## config.mk

```make
export PLATFORM = sky130hd
export DESIGN_NAME = risc16_mc_control
export DESIGN_NICKNAME = d
export VERILOG_FILES = /design/src/rtl/risc16_mc_control.sv
export SDC_FILE = /design/constraint.sdc
export NUM_CORES = 1
export LEC_CHECK = 0
export CELL_PAD_IN_SITES_DETAIL_PLACEMENT = 0
export CELL_PAD_IN_SITES_GLOBAL_PLACEMENT = 2
export CORE_ASPECT_RATIO = 1.75
export CORE_MARGIN = 2
export CORE_UTILIZATION = 20
export DETAILED_ROUTE_END_ITERATION = 6
export GPL_ROUTABILITY_DRIVEN = 0
export HOLD_SLACK_MARGIN = 0.1
export PLACE_DENSITY_LB_ADDON = 0.1
export SLEW_MARGIN = 5
export SYNTH_ARGS = -nofsm -noshare
export SYNTH_HDL_FRONTEND = slang
export SYNTH_SLANG_ARGS = --single-unit
```

## constraint.sdc

```tcl
create_clock -name clk -period 1.2 [get_ports clk]
set_input_delay 0.24 -clock clk [delete_from_list [all_inputs] [get_ports clk]]
set_output_delay 0.24 -clock clk [all_outputs]
set_load 0.05 [all_outputs]
```

## src/rtl/risc16_mc_control.sv

```systemverilog
// Multi-cycle control sequencer for the RiSC-16 processor.
// It steps through fetch, decode, execute, memory and writeback over one shared memory port.
module risc16_mc_control #(
    parameter int ALU_FUNCT_LEN = 2
) (
    input  logic                     clk,
    input  logic                     rst_n,
    input  logic [2:0]               opcode,
    input  logic                     imm_nz,
    input  logic                     alu_zero,
    input  logic                     mem_ready,
    output logic                     mem_req,
    output logic                     mem_we,
    output logic                     ir_we,
    output logic                     pc_we,
    output logic [1:0]               pc_src,
    output logic [ALU_FUNCT_LEN-1:0] alu_funct,
    output logic                     alu_srcb_sel,
    output logic                     rf_we,
    output logic [1:0]               rf_wsel,
    output logic                     halted
);

    // ALU function encodings, shared with the datapath ALU
    localparam logic [ALU_FUNCT_LEN-1:0] ALU_ADD   = ALU_FUNCT_LEN'(0);
    localparam logic [ALU_FUNCT_LEN-1:0] ALU_NAND  = ALU_FUNCT_LEN'(1);
    localparam logic [ALU_FUNCT_LEN-1:0] ALU_PASSA = ALU_FUNCT_LEN'(2);
    localparam logic [ALU_FUNCT_LEN-1:0] ALU_SUB   = ALU_FUNCT_LEN'(3);

    localparam logic [2:0] OP_ADD  = 3'b000;
    localparam logic [2:0] OP_ADDI = 3'b001;
    localparam logic [2:0] OP_NAND = 3'b010;
    localparam logic [2:0] OP_LUI  = 3'b011;
    localparam logic [2:0] OP_SW   = 3'b100;
    localparam logic [2:0] OP_LW   = 3'b101;
    localparam logic [2:0] OP_BEQ  = 3'b110;
    localparam logic [2:0] OP_JALR = 3'b111;

    localparam logic [2:0] S_RESET  = 3'd0;
    localparam logic [2:0] S_FETCH  = 3'd1;
    localparam logic [2:0] S_DECODE = 3'd2;
    localparam logic [2:0] S_EXEC   = 3'd3;
    localparam logic [2:0] S_MEM    = 3'd4;
    localparam logic [2:0] S_WB     = 3'd5;
    localparam logic [2:0] S_HALT   = 3'd6;

    logic [2:0] state;
    logic [2:0] state_next;
    logic [2:0] op_q;

    // NOTE: state registers use non-blocking assignments so every flop samples pre-edge values.
    always_ff @(posedge clk or negedge rst_n) begin
        if (!rst_n) begin
            state <= S_RESET;
            op_q  <= 3'b000;
        end else begin
            state <= state_next;
            if (state == S_DECODE) begin
                op_q <= opcode;
            end
        end
    end

    // NOTE: every output and state_next gets a default first, so no path leaves them unassigned (no latches).
    always_comb begin
        state_next   = state;
        mem_req      = 1'b0;
        mem_we       = 1'b0;
        ir_we        = 1'b0;
        pc_we        = 1'b0;
        pc_src       = 2'd0;
        alu_funct    = ALU_ADD;
        alu_srcb_sel = 1'b0;
        rf_we        = 1'b0;
        rf_wsel      = 2'd0;
        halted       = 1'b0;

        case (state)
            S_RESET: state_next = S_FETCH;

            S_FETCH: begin
                mem_req = 1'b1;
                if (mem_ready) begin
                    ir_we      = 1'b1;
                    pc_we      = 1'b1;
                    state_next = S_DECODE;
                end
            end

            S_DECODE: begin
                if (opcode == OP_LUI) begin
                    state_next = S_WB;
                end else if (opcode == OP_JALR && imm_nz) begin
                    state_next = S_HALT;
                end else begin
                    state_next = S_EXEC;
                end
            end

            S_EXEC: begin
                state_next = S_WB;
                case (op_q)
                    OP_ADDI: alu_srcb_sel = 1'b1;
                    OP_NAND: alu_funct = ALU_NAND;
                    OP_SW, OP_LW: begin
                        alu_srcb_sel = 1'b1;
                        state_next   = S_MEM;
                    end
                    OP_BEQ: begin
                        alu_funct  = ALU_SUB;
                        state_next = S_FETCH;
                        if (alu_zero) begin
                            pc_we  = 1'b1;
                            pc_src = 2'd1;
                        end
                    end
                    OP_JALR: begin
                        // Register file latches the already-incremented PC in the same edge the PC reloads.
                        alu_funct  = ALU_PASSA;
                        pc_we      = 1'b1;
                        pc_src     = 2'd2;
                        rf_we      = 1'b1;
                        rf_wsel    = 2'd3;
                        state_next = S_FETCH;
                    end
                    default: ;
                endcase
            end

            S_MEM: begin
                mem_req      = 1'b1;
                mem_we       = (op_q == OP_SW);
                alu_srcb_sel = 1'b1;
                if (mem_ready) begin
                    state_next = (op_q == OP_LW) ? S_WB : S_FETCH;
                end
            end

            S_WB: begin
                rf_we      = 1'b1;
                state_next = S_FETCH;
                case (op_q)
                    OP_ADDI: alu_srcb_sel = 1'b1;
                    OP_NAND: alu_funct = ALU_NAND;
                    OP_LW: begin
                        alu_srcb_sel = 1'b1;
                        rf_wsel      = 2'd1;
                    end
                    OP_LUI:  rf_wsel = 2'd2;
                    default: ;
                endcase
            end

            S_HALT: halted = 1'b1;

            default: state_next = S_RESET;
        endcase
    end

endmodule
```

---- After elaboration in Yosys (flattened, before gate mapping) ----
Index checks and enable logic that the tools add are counted.
word-level totals
  output and inout port bits .............. 13
  bits in registers ....................... 6
  logic and storage cells ................. 58
  input bits .............................. 8
cells by class
  eq/ne operators ......................... 17
  multiplexer cells ....................... 29
  reductions and logical operators ........ 9
  bitwise gates (word level) .............. 1
operator list
  operator                                       number
  == test 3 bit, second input constant           8
  one-hot mux 3 bit (6 select lines)             1
  one-hot mux 2 bit (2 select lines)             4
  == test 3 x 2 -> 1 bit, second input constant  5
  two-way mux 3 bit                              5
  two-way mux 1 bit                              11
  OR reduction 2 bit                             5
  == test 3 x 1 -> 1 bit, second input constant  2
  one-hot mux 1 bit (2 select lines)             3
  one-hot mux 2 bit (3 select lines)             1
  one-hot mux 3 bit (2 select lines)             1
  two-way mux 2 bit                              2
  != test 2 bit, second input constant           2
  logical NOT 3 bit                              1
  one-hot mux 1 bit (3 select lines)             1
  AND reduction 3 bit                            1
  OR reduction 3 bit                             1
  logical AND 1 bit                              1
  inverter 1 bit                                 1

---- Depth between registers and ports, before layout ----
  depth in word-level cells ............... 5
  mapped depth ............................ 5
  gate-level depth less buffers ........... 4

---- Worst setup path before layout ----
OpenSTA, ideal clock, no wires.
  path kind ............................... register -> output
  from .................................... reg state[0]
  to ...................................... out mem_we
  arrival time ............................ 2234 ps
  stages on the path, launching flop included .. 4
  data required time ...................... 960 ps
  path slack .............................. -1274 ps
  buffers on the path ..................... 2
  cell sequence ........................... dfrtp_1 buf_2 buf_2 nor4_1
on the way
  longest elaborated chain between the ends .. 2
ends and longest elaborated chain
  item                    line  text
  from (decl)             47    logic [2:0] state;
  from (signal assigned)  57    state <= state_next;
  == test 3 bit           78    case (state)
  two-way mux 1 bit       78
  to (decl)               13    output logic mem_we,
Every way passes these cells.

---- Worst setup path after layout ----
  from .................................... reg state[2]
  to ...................................... out rf_we
on the way
  longest elaborated chain between the ends .. 2
  elaborated cells between the ends (all ways) .. 3
  classes of those cells .................. eq/ne: 2; mux: 1
ends and longest elaborated chain
  item                                                     line  text
  == test 3 bit or == test 3 x 2 -> 1 bit (tied branches)  78
  one-hot mux 1 bit (2 select lines) *                     78
  to (decl)                                                19    output logic rf_we,
Every way passes the cells marked *; elsewhere a longest branch is shown, timed or not.

==> run_results.csv <==
group,metric,value,unit
synth,ys_seq_area_share,28.8,%
final_layout,layout-drive-gt1-share,74.3,%
synth,postSynth.asyncResetShare,100,%
sta,slew_at_the_pin_with_the_worst_max_slew_slack,0.314,ns
final_layout,antenna-diode-count,0,
sta,layout_setup_ws,-0.456,ns
floorplan,die_area,3050,µm²
status,violations,"setup timing",
synth,synthCells,63,
sta,worst_hold_slack,0.258,ns
critical_path,critPathCaptureType,"output port",
final_layout,signed_area_change_from_the_synthesized_netlist_to_the_final_layout,165,%
clock_network,clock_transition_at_the_registers_of_the_reported_paths,0.03,ns
synth,synthDistinctLibCells,32,
critical_path,timing_worst_setup_path_type,"reg2out",
sta,max_slew_margin,79.0,%
clock_network,hold_buffers,0,
clock_network,clock_tree.buffer_depth,2,
clock_network,cts.root.buffer_cell,"sky130_fd_sc_hd__clkbuf_8",
critical_path,register_to_register_setup_slack,-0.16,ns
drt,detail_route.wl_per_cell,13.3,µm
sta,finalSetupViolations,17,
clock_network,numCtsBuffers,3,
sta,clock.fmax,0.604,GHz
final_layout,post_layout_instance_area,1380,µm²
sta,finalHoldViolCount,0,
global_route,number_of_global_route_vias_before_repair,694,
clock_network,htree_num_levels,1,
run,maxCapViolations,0,
synth,synthesis.area,522,µm²
power,design_power_total,4.05,mW
critical_path,r2r-end,"op_q[0]$_DFFE_PN0P_",
floorplan,core-area,2490,µm²
synth,synth.largest_area_cell,"sky130_fd_sc_hd__dfrtp_1",
sta,report.final.slew_viol_count,0,
critical_path,cp_data_arrival_time,1.42,ns
final_layout,n_fill_cell,225,
synth,post_synth_top_flop,"sky130_fd_sc_hd__dfrtp_1",
drt,dr_total_vias,673,
critical_path,critPathRequiredTime,0.96,ns
drt,drt_drc_violations_left,0,
synth,netlist_top_cells_area,"sky130_fd_sc_hd__dfrtp_1 (29%), sky130_fd_sc_hd__mux2_1 (6.5%), sky130_fd_sc_hd__nor3_4 (6.2%), sky130_fd_sc_hd__a21oi_1 (4.8%), sky130_fd_sc_hd__nand2_1 (4.3%)",
floorplan,initial_utilization,20.9,%
synth,syn-num-nets,71,
floorplan,count_of_boundary_i_o_pins,21,
synth,synth.cells.most_frequent,"sky130_fd_sc_hd__dfrtp_1 (6), sky130_fd_sc_hd__nand2_1 (6), sky130_fd_sc_hd__nor2_1 (6), sky130_fd_sc_hd__a21oi_1 (5)",
floorplan,width_of_the_die,42.6,µm
critical_path,setup.worst_path.start_class,"flip-flop",
critical_path,timing.critical_path.from,"state[2]$_DFFE_PN0P_",
global_route,grt_pass1_wl,3030,µm
hold_path,worstHoldPathType,"in2async",
critical_path,crit_end,"rf_we",
placed_design,dpl-instance-area,1120,µm²
sta,timing.setup.tns,-5.44,ns
sta,grt_setup_unrepaired,"true",
clock_network,tritoncts_clock_tree,"done",
critical_path,worst_path_fanout_max,4,
power,p_leak,0.576,nW
power,power_density,2930,nW/µm²
sta,fin_skew,0.00143,ns
clock_network,clock_sink_count,6,
global_route,grt_overflow,0,
critical_path,r2r-start,"state[2]$_DFFE_PN0P_",
status,run_status,"finished, violations left",
drt,drt_first_iter_violations,6,
synth,syn_area_per_cell,8.28,µm²
critical_path,worst-r2r-cell-count,4,
drt,wirelength,1840,µm
synth,synth_top_area_share,28.8,%
clock_network,clock_latency_on_the_worst_skew_pair,0.22,ns
global_route,grt_antenna_before_repair,0,
placed_design,placement.io_buffers,20,
global_route,grtUsageTotal,13.3,%
drt,drt.antenna.violating_nets,0,
synth,yosys_register_bits,6,
sta,period_share,138,%
synth,synth_edf_count,0,
final_layout,finalCoreUtilization,55.4,%
synth,synth_warnings,0,
drt,via_per_inst,4.84,
sta,period_needed,1.66,ns
power,vdd_ir_drop_max,0.00147,V
final_layout,finalNetCount,123,
placed_design,post-place-ws,-0.324,ns
floorplan,dieHeight,71.6,µm
drt,detailedRoute.firstPassIterationCount,3,
final_layout,finalNonFillerCells,139,
placed_design,place.detailed.hpwl,1360,µm
floorplan,placement_rows,24,
placed_design,post-place-cells,128,
global_route,grt_max_degree,9,
## what timing repair did
item,4_1_cts,5_1_grt
pin swaps,6,9
endpoints found under the setup margin,18,19
buffers inserted,5,5
endpoints found under the hold margin,0,0
resized for setup,20,16
## sequential cells by signal (all words and copies together), names as in the netlist
signal / cells
op_q: 3
state: 3
## worst min path at each step
stage	startpoint	endpoint	slack [ns]
floorplan	rst_n	op_q[0]$_DFFE_PN0P_	-0.06
global placement	rst_n	op_q[1]$_DFFE_PN0P_	0.48
detailed placement	rst_n	op_q[2]$_DFFE_PN0P_	0.49
CTS	rst_n	op_q[2]$_DFFE_PN0P_	0.25
global route	rst_n	op_q[1]$_DFFE_PN0P_	0.27
finish	rst_n	op_q[2]$_DFFE_PN0P_	0.26
## logic make-up (layout without fill, tap and decap cells)
logic type | Yosys count | after routing | synth area share, %
buffers and inverters | 8 | 58 | 7.67
flip-flops | 6 | 6 | 28.8
AO/OA/AOI/OAI | 15 | 15 | 19.4
AND/OR/NAND/NOR | 30 | 30 | 35.7
multiplexers | 4 | 4 | 8.39
## critical path, stage by stage (launching register included)
cell	delay, ns
sky130_fd_sc_hd__dfrtp_1	0.39
sky130_fd_sc_hd__nand2b_4	0.16
sky130_fd_sc_hd__nor3_4	0.21
sky130_fd_sc_hd__and2_4	0.20
sky130_fd_sc_hd__a31o_4	0.10
sky130_fd_sc_hd__buf_12	0.13
## routing by layer
layer	track usage [%]	up-vias	share of wire (%)
li1	-	333	-
met1	12.0	324	34
met2	26.7	14	64
met3	2.27	2	1.7
met4	6.94	0	1.0
met5	0	-	0
## cell usage in the layout, fill, tap and decap left out, drive strengths merged, types with 2 or more instances in the layout
cell type,count
o21ai,2
clkdlybuf4s50,6
inv,3
nor3,5
buf,45
nand3,3
mux2,3
a21oi,5
dfrtp,6
nor2,7
nand2b,4
o32ai,2
clkbuf,3
nand2,6
## power breakdown
part / switching (mW) / internal [mW] / total (mW)
Combinational: 1.57 / 1.70 / 3.27
Clock: 0.0797 / 0.215 / 0.294
Sequential: 0.169 / 0.313 / 0.482
Total: 1.82 / 2.23 / 4.05
## cell type report
class / count / area (µm²) / area share, %
Inverter: 3 / 13.8 / 0.996
Tap cell: 26 / 32.5 / 2.36
Sequential cell: 6 / 154 / 11.1
Clock buffer: 3 / 41.3 / 2.99
Timing Repair Buffer: 52 / 612 / 44.3
Multi-Input combinational cell: 49 / 528 / 38.2
No activity file was read; power rests on OpenSTA's default activity.
